### config.mk
export PLATFORM = sky130hd
export DESIGN_NAME = reset_sequencer
export DESIGN_NICKNAME = d
export VERILOG_FILES = /design/src/rtl/reset_seq_pkg.sv /design/src/rtl/rst_sync_2ff.sv /design/src/rtl/reset_sequencer.sv
export SDC_FILE = /design/constraint.sdc
export NUM_CORES = 1
export LEC_CHECK = 0
export CORE_MARGIN = 3
export CORE_UTILIZATION = 40
export DETAILED_ROUTE_END_ITERATION = 12
export PLACE_DENSITY = 0.72
export SLEW_MARGIN = 10
export SYNTH_ARGS = -nofsm -noshare
export SYNTH_HDL_FRONTEND = slang
export SYNTH_HIERARCHICAL = 1
export SYNTH_SLANG_ARGS = --single-unit
### constraint.sdc
create_clock -name clk -period 0.8 [get_ports clk]
set_input_delay 0.12 -clock clk [delete_from_list [all_inputs] [get_ports clk]]
set_output_delay 0.12 -clock clk [all_outputs]
set_load 0.03 [all_outputs]
### src/rtl/reset_seq_pkg.sv
// Shared types and sizing helpers for the reset sequencer.
// Optional feature macro used by the design: RESET_SEQ_TIMEOUT_EN.
package reset_seq_pkg;

    typedef enum logic [1:0] {
        ASSERT  = 2'd0,
        RELEASE = 2'd1,
        WAIT    = 2'd2,
        DONE    = 2'd3
    } seq_state_t;

    // Counter must hold the larger of the hold interval and the ready-wait limit.
    function automatic int cnt_width(input int hold_cycles, input int timeout_cycles);
        int longest;
        longest = (hold_cycles > timeout_cycles) ? hold_cycles : timeout_cycles;
        return $clog2(longest + 1);
    endfunction

endpackage

### src/rtl/rst_sync_2ff.sv
// Two-flop reset synchroniser: asserts asynchronously, releases on the second clk edge.
// Output rst_s is active-low (high once the board reset has been released and synchronised).
module rst_sync_2ff (
    input  logic clk,
    input  logic async_reset,
    output logic rst_s
);

    logic meta;

    always_ff @(posedge clk or negedge async_reset) begin
        if (!async_reset) begin
            meta  <= 1'b0;
            rst_s <= 1'b0;
        end else begin
            meta  <= 1'b1;
            rst_s <= meta;
        end
    end

endmodule

### src/rtl/reset_sequencer.sv
// Ordered release of NUM_DOMAINS reset domains from one board reset, with soft re-run.
// Define RESET_SEQ_TIMEOUT_EN to bound each domain's ready wait to TIMEOUT_CYCLES.
module reset_sequencer
    import reset_seq_pkg::*;
#(
    parameter int NUM_DOMAINS    = 4,
    parameter int HOLD_CYCLES    = 8,
    parameter int TIMEOUT_CYCLES = 16
) (
    input  logic                   clk,
    input  logic                   async_reset_i,
    input  logic                   soft_reset_i,
    input  logic [NUM_DOMAINS-1:0] domain_ready_i,
    output logic [NUM_DOMAINS-1:0] domain_reset_o,
    output logic                   busy_o,
    output logic                   seq_done_o,
    output logic                   timeout_err_o
);

    localparam int CNT_W = cnt_width(HOLD_CYCLES, TIMEOUT_CYCLES);
    localparam int IDX_W = (NUM_DOMAINS > 1) ? $clog2(NUM_DOMAINS) : 1;

    localparam logic [CNT_W-1:0] HOLD_LAST = CNT_W'(HOLD_CYCLES - 1);
    localparam logic [IDX_W-1:0] IDX_LAST  = IDX_W'(NUM_DOMAINS - 1);

    logic                   rst_s;
    seq_state_t             state;
    seq_state_t             state_nxt;
    logic [CNT_W-1:0]       cnt;
    logic [CNT_W-1:0]       cnt_nxt;
    logic [IDX_W-1:0]       idx;
    logic [IDX_W-1:0]       idx_nxt;
    logic [NUM_DOMAINS-1:0] domain_reset_nxt;
    logic                   busy_nxt;
    logic                   seq_done_nxt;
    logic                   ready_cur;
    logic                   advance;

`ifdef RESET_SEQ_TIMEOUT_EN
    localparam logic [CNT_W-1:0] TIMEOUT_LAST = CNT_W'(TIMEOUT_CYCLES - 1);

    logic timeout_err_q;
    logic timeout_err_nxt;
`endif

    rst_sync_2ff u_rst_sync (
        .clk         (clk),
        .async_reset (async_reset_i),
        .rst_s       (rst_s)
    );

    assign ready_cur = domain_ready_i[idx];

    always_comb begin
        state_nxt        = state;
        cnt_nxt          = cnt;
        idx_nxt          = idx;
        domain_reset_nxt = domain_reset_o;
        advance          = 1'b0;
`ifdef RESET_SEQ_TIMEOUT_EN
        timeout_err_nxt  = timeout_err_q;
`endif

        // A soft request overrides everything, including a ready seen on the same edge.
        if (soft_reset_i) begin
            state_nxt        = ASSERT;
            cnt_nxt          = '0;
            idx_nxt          = '0;
            domain_reset_nxt = '1;
`ifdef RESET_SEQ_TIMEOUT_EN
            timeout_err_nxt  = 1'b0;
`endif
        end else begin
            case (state)
                ASSERT: begin
                    if (cnt == HOLD_LAST) begin
                        state_nxt = RELEASE;
                    end else begin
                        cnt_nxt = cnt + 1'b1;
                    end
                end
                RELEASE: begin
                    domain_reset_nxt[idx] = 1'b0;
                    cnt_nxt               = '0;
                    state_nxt             = WAIT;
                end
                WAIT: begin
                    if (ready_cur) begin
                        advance = 1'b1;
                    end
`ifdef RESET_SEQ_TIMEOUT_EN
                    else if (cnt == TIMEOUT_LAST) begin
                        advance         = 1'b1;
                        timeout_err_nxt = 1'b1;
                    end else begin
                        cnt_nxt = cnt + 1'b1;
                    end
`endif
                    if (advance) begin
                        if (idx == IDX_LAST) begin
                            state_nxt = DONE;
                        end else begin
                            idx_nxt   = idx + 1'b1;
                            state_nxt = RELEASE;
                        end
                    end
                end
                DONE: begin
                    state_nxt = DONE;
                end
            endcase
        end

        busy_nxt     = (state_nxt != DONE);
        seq_done_nxt = (state_nxt == DONE);
    end

    always_ff @(posedge clk or negedge rst_s) begin
        if (!rst_s) begin
            state          <= ASSERT;
            cnt            <= '0;
            idx            <= '0;
            domain_reset_o <= '1;
            busy_o         <= 1'b1;
            seq_done_o     <= 1'b0;
`ifdef RESET_SEQ_TIMEOUT_EN
            timeout_err_q  <= 1'b0;
`endif
        end else begin
            state          <= state_nxt;
            cnt            <= cnt_nxt;
            idx            <= idx_nxt;
            domain_reset_o <= domain_reset_nxt;
            busy_o         <= busy_nxt;
            seq_done_o     <= seq_done_nxt;
`ifdef RESET_SEQ_TIMEOUT_EN
            timeout_err_q  <= timeout_err_nxt;
`endif
        end
    end

`ifdef RESET_SEQ_TIMEOUT_EN
    assign timeout_err_o = timeout_err_q;
`else
    assign timeout_err_o = 1'b0;
`endif

endmodule
### After elaboration in Yosys (flattened, before gate mapping)

Index checks and enable logic that the tools add are counted.

| word-level totals | value |
|---|---|
| logic and storage cells | 52 |
| flip-flop bits (word level) | 17 |
| input port bits | 7 |

| cells by class | value |
|---|---|
| order comparisons | 2 |
| multiplexer cells | 21 |
| bitwise logic cells | 2 |
| eq/ne operators | 9 |
| add/subtract/negate cells | 2 |
| reduce and logical (&&, ||, !) cells | 8 |

Operators by type and width:

| kind | number |
|---|---|
| $mux 2 | 8 |
| $mux 5 | 2 |
| $pmux 5 s2 | 1 |
| $eq 2x2->1 const B | 4 |
| $mux 4 | 2 |
| $pmux 2 s4 | 1 |
| $reduce_bool 2->1 | 3 |
| $add 5x1->5 const B | 1 |
| $eq 5x3->1 const B | 1 |
| $mux 1 | 5 |
| $and 4x4->4 | 1 |
| $ne 2x2->1 const B | 2 |
| $not 4->4 | 1 |
| $lt 2x3->1 const B | 1 |
| $ne 3x3->1 const B | 1 |
| $reduce_and 3->1 | 1 |
| $reduce_bool 3->1 | 1 |
| $add 2x1->2 const B | 1 |
| $bmux 1 s2 | 1 |
| $demux 1 s2 | 1 |
| $eq 2x1->1 const B | 1 |
| $ge 2x1->1 const B | 1 |
| $logic_not 2->1 | 1 |
| $reduce_and 2->1 | 1 |
| $logic_and 1x1->1 | 1 |

### Logic depth before layout (Yosys ltp)

Gate-level depths: netlist of the first run.

| logic depth | value |
|---|---|
| depth after elaboration | 9 |
| gate-level depth with buffers | 5 |
| gate-level depth less buffers | 5 |

### Hierarchy

Netlist of the first run, hierarchy kept.

Modules (own cells, without submodules):

| module | cells each | times used | area each (um^2) |
|---|---|---|---|
| reset_sequencer | 74 | 1 | 765.7 |
| rst_sync_2ff | 3 | 1 | 53.8 |

### Worst setup path after synthesis of the first run

OpenSTA, ideal clock, no wires.

| path | value |
|---|---|
| kind | register to register |
| from | register idx[0] |
| to | register idx[0] |
| clock period less this slack | 1448 ps |
| cell stages (with the launch flop) | 5 |
| buffers on the path | 0 |
| slack | -648 ps |
| arrival | 1320 ps |
| path through | dfrtp_1 -> ha_1 -> nor3_1 -> a21oi_1 -> mux2_1 |

| on the way | value |
|---|---|
| word-level cells in the longest chain between the ends | 7 |

RTL lines:

| element | line | source |
|---|---|---|
| start: declaration | reset_sequencer.sv:31 | `logic [IDX_W-1:0] idx;` |
| start signal: assignment | reset_sequencer.sv:132 | `idx <= idx_nxt;` |
| $bmux 1 s2 | reset_sequencer.sv:52 | `assign ready_cur = domain_ready_i[idx];` |
| $mux 1 (not written as such) | reset_sequencer.sv:52 |  |
| $mux 1 | reset_sequencer.sv:88 | `if (ready_cur) begin` |
| $mux 1 | reset_sequencer.sv:74 | `case (state)` |
| $mux 1 | reset_sequencer.sv:65 | `if (soft_reset_i) begin` |
| $reduce_bool 2->1 (no source line) | n/a |  |
| $reduce_and 3->1 (no source line) | n/a |  |

Parallel ways exist; a longest one is shown, timed or not. The select of a mux whose other input is x is not followed.
A chain may end at the register's enable or synchronous reset.

### Worst setup path in the final report of the first run

| path | value |
|---|---|
| from | register idx[1] |
| to | register busy_o |

| on the way | value |
|---|---|
| word-level cells in the longest chain between the ends | 9 |

RTL lines:

| element | line | source |
|---|---|---|
| $bmux 1 s2 | reset_sequencer.sv:52 |  |
| $mux 1 (not written as such) | reset_sequencer.sv:52 |  |
| $mux 1 | reset_sequencer.sv:88 |  |
| $mux 1 | reset_sequencer.sv:74 |  |
| $mux 1 | reset_sequencer.sv:65 |  |
| $mux 2 (*) | reset_sequencer.sv:99 | `if (advance) begin` |
| $pmux 2 s4 (*) | reset_sequencer.sv:74 |  |
| $mux 2 (*) | reset_sequencer.sv:65 |  |
| $ne 2x2->1 (*) | reset_sequencer.sv:114 | `busy_nxt = (state_nxt != DONE);` |
| net busy_nxt | reset_sequencer.sv:34 | `logic busy_nxt;` |
| end signal: assignment | reset_sequencer.sv:134 | `busy_o <= busy_nxt;` |
| end: declaration | reset_sequencer.sv:15 | `output logic busy_o,` |

Mark *: on every way through the listed nets, which the timed path passes. The rest lies on a longest branch. The select of a mux whose other input is x is not followed.

==> results of run 1 <==
==> worst max path at each step <==
stage	cells past startpoint	endpoint	slack (ps)
finish	5	busy_o	-650
global route	4	idx[0]	-730
CTS	5	busy_o	-640
detailed placement	4	idx[1]	-720
global placement	5	idx[0]	-630
floorplan	4	idx[0]	-550
==> cell families (layout without fill, tap and decap cells) <==
family | after synthesis | count (layout)
compound gates | 16 | 16
xor+xnor | 2 | 2
fa+ha+maj | 5 | 5
buf+inv | 5 | 51
flops | 17 | 17
mux | 5 | 5
other cells | 2 | 2
simple gates | 25 | 25
==> cell usage in the layout (no fill, tap or decap), types with 2 or more instances in the layout <==
cell type	Yosys	final
dfrtp_1	12	10
buf_6	0	10
ha_4	0	2
a21oi_1	5	3
xnor2_1	2	2
nor3_2	0	2
clkdlybuf4s50_1	0	6
nor2_1	8	7
mux2i_2	0	2
buf_4	1	27
a21oi_2	0	2
mux2i_1	4	2
inv_2	0	2
nor3_1	4	2
dfrtp_2	0	2
dfstp_2	5	5
nand2_2	0	4
conb_1	2	2
a21o_1	4	4
nand2_1	6	2
ha_1	5	2
clkbuf_4	0	3
==> repair_timing <==
item / 4_1_cts / 5_1_grt
gates resized for setup: 22 / 11
setup endpoints to repair: 21 / 21
hold endpoints to repair: 2 / 0
hold buffers: 1 / 0
buffers inserted: 3 / 4
pin swaps: 4 / 6
==> layer usage <==
layer | GRT usage (%) | share of wire (%) | up-vias
met4 | 9.17 | 3.1 | 0
met1 | 24.0 | 43 | 362
li1 | - | - | 358
met3 | 3.50 | 3.1 | 8
met2 | 33.5 | 50 | 14
met5 | 0 | 0 | -
==> per-stage QoR <==
step | hold slack [ps] | util (%) | instance area [um^2] | setup TNS, ps | instances
global route | 224 | 75.3 | 1370 | -10090 | 148
global placement | 177 | 64.2 | 1170 | -6430 | 138
finish | 180 | 75.3 | 1370 | -8840 | 148
floorplan | -176 | - | 848 | -4920 | 77
CTS | 179 | 72.3 | 1320 | -8640 | 146
detailed placement | 179 | 64.2 | 1170 | -6990 | 138
==> area by class of cell <==
cell class | count | area share [%]
Clock buffer | 4 | 1.92
Inverter | 3 | 0.821
Multi-Input combinational cell | 55 | 35.2
Sequential cell | 17 | 31.7
Tap cell | 25 | 2.28
Timing Repair Buffer | 44 | 28.1
==> report_power, final <==
group,switching [W],leakage [nW],total (W),internal [W]
clock,0.000300,0.0150,0.000494,0.000194
combinational,0.000135,0.368,0.000284,0.000149
sequential,0.0000201,0.210,0.000911,0.000891
total,0.000454,0.593,0.00169,0.00123
==> sequential cells by signal, summed over array words and instances, names as in the netlist <==
register / count
u_rst_sync/rst_s: 1
domain_reset_o: 4
seq_done_o: 1
cnt: 5
state: 2
busy_o: 1
idx: 2
u_rst_sync/meta: 1
==> impl_metrics.toml, run 1 <==
[outcome]
outcome = "finished, violations left"
violations = "setup timing"

[power_and_ir_drop]
p_leak_nw = 0.593
ir_drop_v = 0.000887
p_per_area_nw_per_um2 = 1230
total_power_w = 0.00169

[critical_path]
cp-end-kind = "flop"
slowest_stage = "dfrtp_1"
crit_arrival_ps = 1680
path_cells = "inv_2 > buf_4 > mux2i_1 > a21oi_2 > or3_1"
critPathTopFamily = "flip-flops"
path_max_fanout = 5
rr_startpoint = "idx[1]"
start_kind = "flop"
reg2reg_slack_ps = -650
crit_type = "flop to flop"
path_buf_inv = 2
cp-startpoint = "idx[1]"
r2r-end = "busy_o"
rr_worst_depth = 5
crit_required_ps = 1030
slowest_delay_ps = 450

[placed_design]
gp_congestion = 0.767
hpwl_mm = 1.49
io_buffers = 12
place_ws_ps = -719

[timing]
setup_viol = 21
finalCritPeriodShare_pct = 181
slew_viol_final = 0
finalHoldViolations = 0
setup_ws_ps = -652
period_needed_ps = 1450
fmax_mhz = 689
rsz0062_at_grt = "true"
worst_clock_skew_ps = 0.745

[synth]
muxShareOfSynthArea_pct = 6.26
synth_ff_type = "dfrtp_1"
synth_cell_type_count = 29
synth_nets = 89
synth.most_common_cell = "dfrtp_1"
synth-compound-area-share_pct = 13.4
ys_seq_area_share_pct = 52.7
synth_cells = 77
syn_area_um2 = 820
ys_warn_count = 6
synth_area_leader_cell = "dfrtp_1"
synth_seq_cells = 17
synth_top_area_share_pct = 36.6
synthTopCellsByArea = "dfrtp_1 37%, dfstp_2 16%, ha_1 7.6%, mux2i_1 4.9%, a21o_1 3.7%"
synth_edf_count = 0
synth-adder-area-share_pct = 7.63
synth_top_family_by_area = "simple AND/OR/NAND/NOR gates"
synth_xor_area_share_pct = 2.14
asyncSetResetFlopFracSynth_pct = 100
syn_area_per_cell_um2 = 10.6
yosys.area_share.simple_pct = 14.2
netlist_top_cells_count = "12 x dfrtp_1, 8 x nor2_1, 6 x nand2_1"

[layout]
multi_input_area_um2 = 483
drive_above_1_share_pct = 57.7
fillers = 120
areaGrowthSynthToFinish_pct = 67.3
regArea_um2 = 434
diodes = 0
fin_nets = 136

[detailed_routing]
vias = 742
ant_nets = 0
drt_pass1_iterations = 4
drt-total-wl_mm = 2.29
drtIter0Drc = 3
vias_per_cell = 5.01
drc_errors = 0
post_drt_wl_per_cell_um = 15.5

[floorplan]
fp.dieArea_um2 = 2630
io_pins = 14
start_util_pct = 45.0
die_h_um = 51.3
core_um2 = 1820
rows = 15
dieWidth_um = 51.3

[clocking]
clkSinkCount = 17
clk_path_buf_depth = 2
cts.reportedPaths.clkPinSlew_ps = 110
numCtsBuffers = 3
htreeDepth = 1
cts_root_buf = "clkbuf_4"
cts_tree = "built"
clock_latency_ps = 300

[grt]
grt_start_max_net_pins = 16
first_global_vias = 802
grt_pass1_wl_mm = 3.77
grt_usage_pct = 19.7
antenna_found_initial = 0
grt_overflow = 0

[job]
maxCapViolations = 0

[hold_path]
min_path_type = "flop to asynchronous set/reset pin"
No activity file was read; power rests on OpenSTA's default activity.
==> run 2: changes to the inputs <==
CORE_MARGIN = not set   (was 3)
TNS_END_PERCENT = 10   (was not set)
==> run 2 against run 1 <==
Effect of this change:
- the run still ends with setup timing left
- final area down 3.7%
- register-to-register slack about the same
- clock skew up 2.2 ps
- global-route usage down 1.8 points
- final cell count down 0.68%
- combinational power down 9.5%
- fmax up 0.24%
==> impl_metrics.toml, run 2 (synthesis gave the netlist of run 1 again) <==
[timing]
slew_viol_final = 0
finalCritPeriodShare_pct = 181
fmax_mhz = 691
worst_clock_skew_ps = 2.97
setup_viol = 21
period_needed_ps = 1450
rsz0062_at_grt = "true"
setup_ws_ps = -648
finalHoldViolations = 0
holdWs_ps = 90.5

[layout]
drive_above_1_share_pct = 52.5
top_register = "cnt"
final_cells = 147
largest_register_ffs = 5
areaGrowthSynthToFinish_pct = 61.1
mostFrequentLayoutCell = "buf_4"
reg.largest.list = "cnt x5, domain_reset_o x4"
diodes = 0
layout_common_cells = "28 x buf_4, 9 x dfrtp_1, 7 x nor2_1"
fin_nets = 133
fillers = 136

[detailed_routing]
vias = 711
drt-total-wl_mm = 1.77
vias_per_cell = 4.84
drc_errors = 0
drt_pass1_iterations = 4
post_drt_wl_per_cell_um = 12.0
drtIter0Drc = 16
ant_nets = 0

[outcome]
outcome = "finished, violations left"
violations = "setup timing"

[clocking]
cts_tree = "built"
numCtsBuffers = 3
cts_root_buf = "clkbuf_4"
clk_path_buf_depth = 2
clkSinkCount = 17
htreeDepth = 1
clock_latency_ps = 280
cts.reportedPaths.clkPinSlew_ps = 100

[critical_path]
r2r-end = "idx[0]"
cp-startpoint = "idx[0]"
start_kind = "flop"
cp-endpoint = "idx[0]"
rr_startpoint = "idx[0]"
rr_worst_depth = 4
cp-end-kind = "flop"
reg2reg_slack_ps = -650
crit_type = "flop to flop"
crit_arrival_ps = 1620
crit_required_ps = 970
path_max_fanout = 5

[job]
maxCapViolations = 0

[power_and_ir_drop]
p_per_area_nw_per_um2 = 1230
clockPowerShare_pct = 27.9
p_switching_w = 0.000406
p_int_w = 0.00122
p_leak_nw = 0.571
total_power_w = 0.00162
seqPwrFrac_pct = 56.3
power_frac_comb_pct = 15.8
swShare_pct = 25.0
ir_drop_v = 0.00122

[floorplan]
dieWidth_um = 47.3
core_um2 = 1940
start_util_pct = 42.2
rows = 16
io_pins = 14
fp.dieArea_um2 = 2230
die_h_um = 47.3

[hold_path]
min_path_type = "flop to asynchronous set/reset pin"

[placed_design]
hpwl_mm = 1.32
io_buffers = 12
dp.cells = 141
place_ws_ps = -676
gp_congestion = 0.805

[grt]
grt_usage_pct = 17.9
grt_pass1_wl_mm = 2.72
grt_start_max_net_pins = 11
antenna_found_initial = 0
first_global_vias = 667
grt_overflow = 0
## run 2: cell types whose count changed in the layout (fill, tap and decap cells not counted), moves of 2 or more
cell,before,now
nand2_2,4,2
buf_6,10,6
nand2_1,2,4
inv_2,2,0
## run 2: critical path: stages, from the launching register on
cell and delay, ps:
dfrtp_2 500, ha_4 200, nor3_2 240, a21oi_2 80, mux2_1 320
## run 2: final cells by class
cell class,instances,area (um^2),share of cell area [%]
inverters,3,13.8,1.04
clock buffers,3,22.5,1.71
clock inverters,1,5.00,0.379
well taps,27,33.8,2.56
flip-flops and latches,17,435,33.0
repair buffers,41,348,26.4
multi-input cells,55,462,35.0
## run 2: per-stage QoR
stage / util (%) / cell area (um^2) / TNS, ps
3_3_place_gp: 60.2 / 1170 / -6480
5_1_grt: 68.0 / 1320 / -9540
4_1_cts: 65.8 / 1280 / -8390
2_1_floorplan: - / 838 / -5300
3_5_place_dp: 60.2 / 1170 / -7070
6_report: 68.0 / 1320 / -8350
## run 2: worst min-delay path by stage
stage,end,slack (ps)
floorplan,u_rst_sync/meta,-180
global placement,cnt[3],90
detailed placement,cnt[3],90
global route,cnt[1],110
CTS,cnt[1],100
finish,cnt[1],90
## run 2: layer usage
| layer | share of wire (%) | track usage, % | vias to the layer above |
|---|---|---|---|
| met5 | 0 | 0 | - |
| met4 | 2.0 | 9.14 | 0 |
| met3 | 3.1 | 3.08 | 6 |
| met2 | 49 | 30.4 | 15 |
| met1 | 46 | 21.5 | 334 |
| li1 | - | - | 356 |
## run 2: what timing repair did
item / in CTS / in global routing
endpoints found under the hold margin: 2 / 0
pin swaps: 5 / 2
setup buffers: 1 / 0
setup endpoints to repair: 21 / 21
resized for setup: 14 / 10
hold buffers: 1 / 0
## run 2: power by group through the flow
stage          clock network (W)  registers [W]  logic (W)
3_3_place_gp                   0       0.000926   0.000221
5_1_grt                 0.000504       0.000921   0.000280
3_5_place_dp                   0       0.000928   0.000230
2_1_floorplan                  0       0.000938  0.0000890
6_report                0.000453       0.000913   0.000257
4_1_cts                 0.000484       0.000914   0.000245
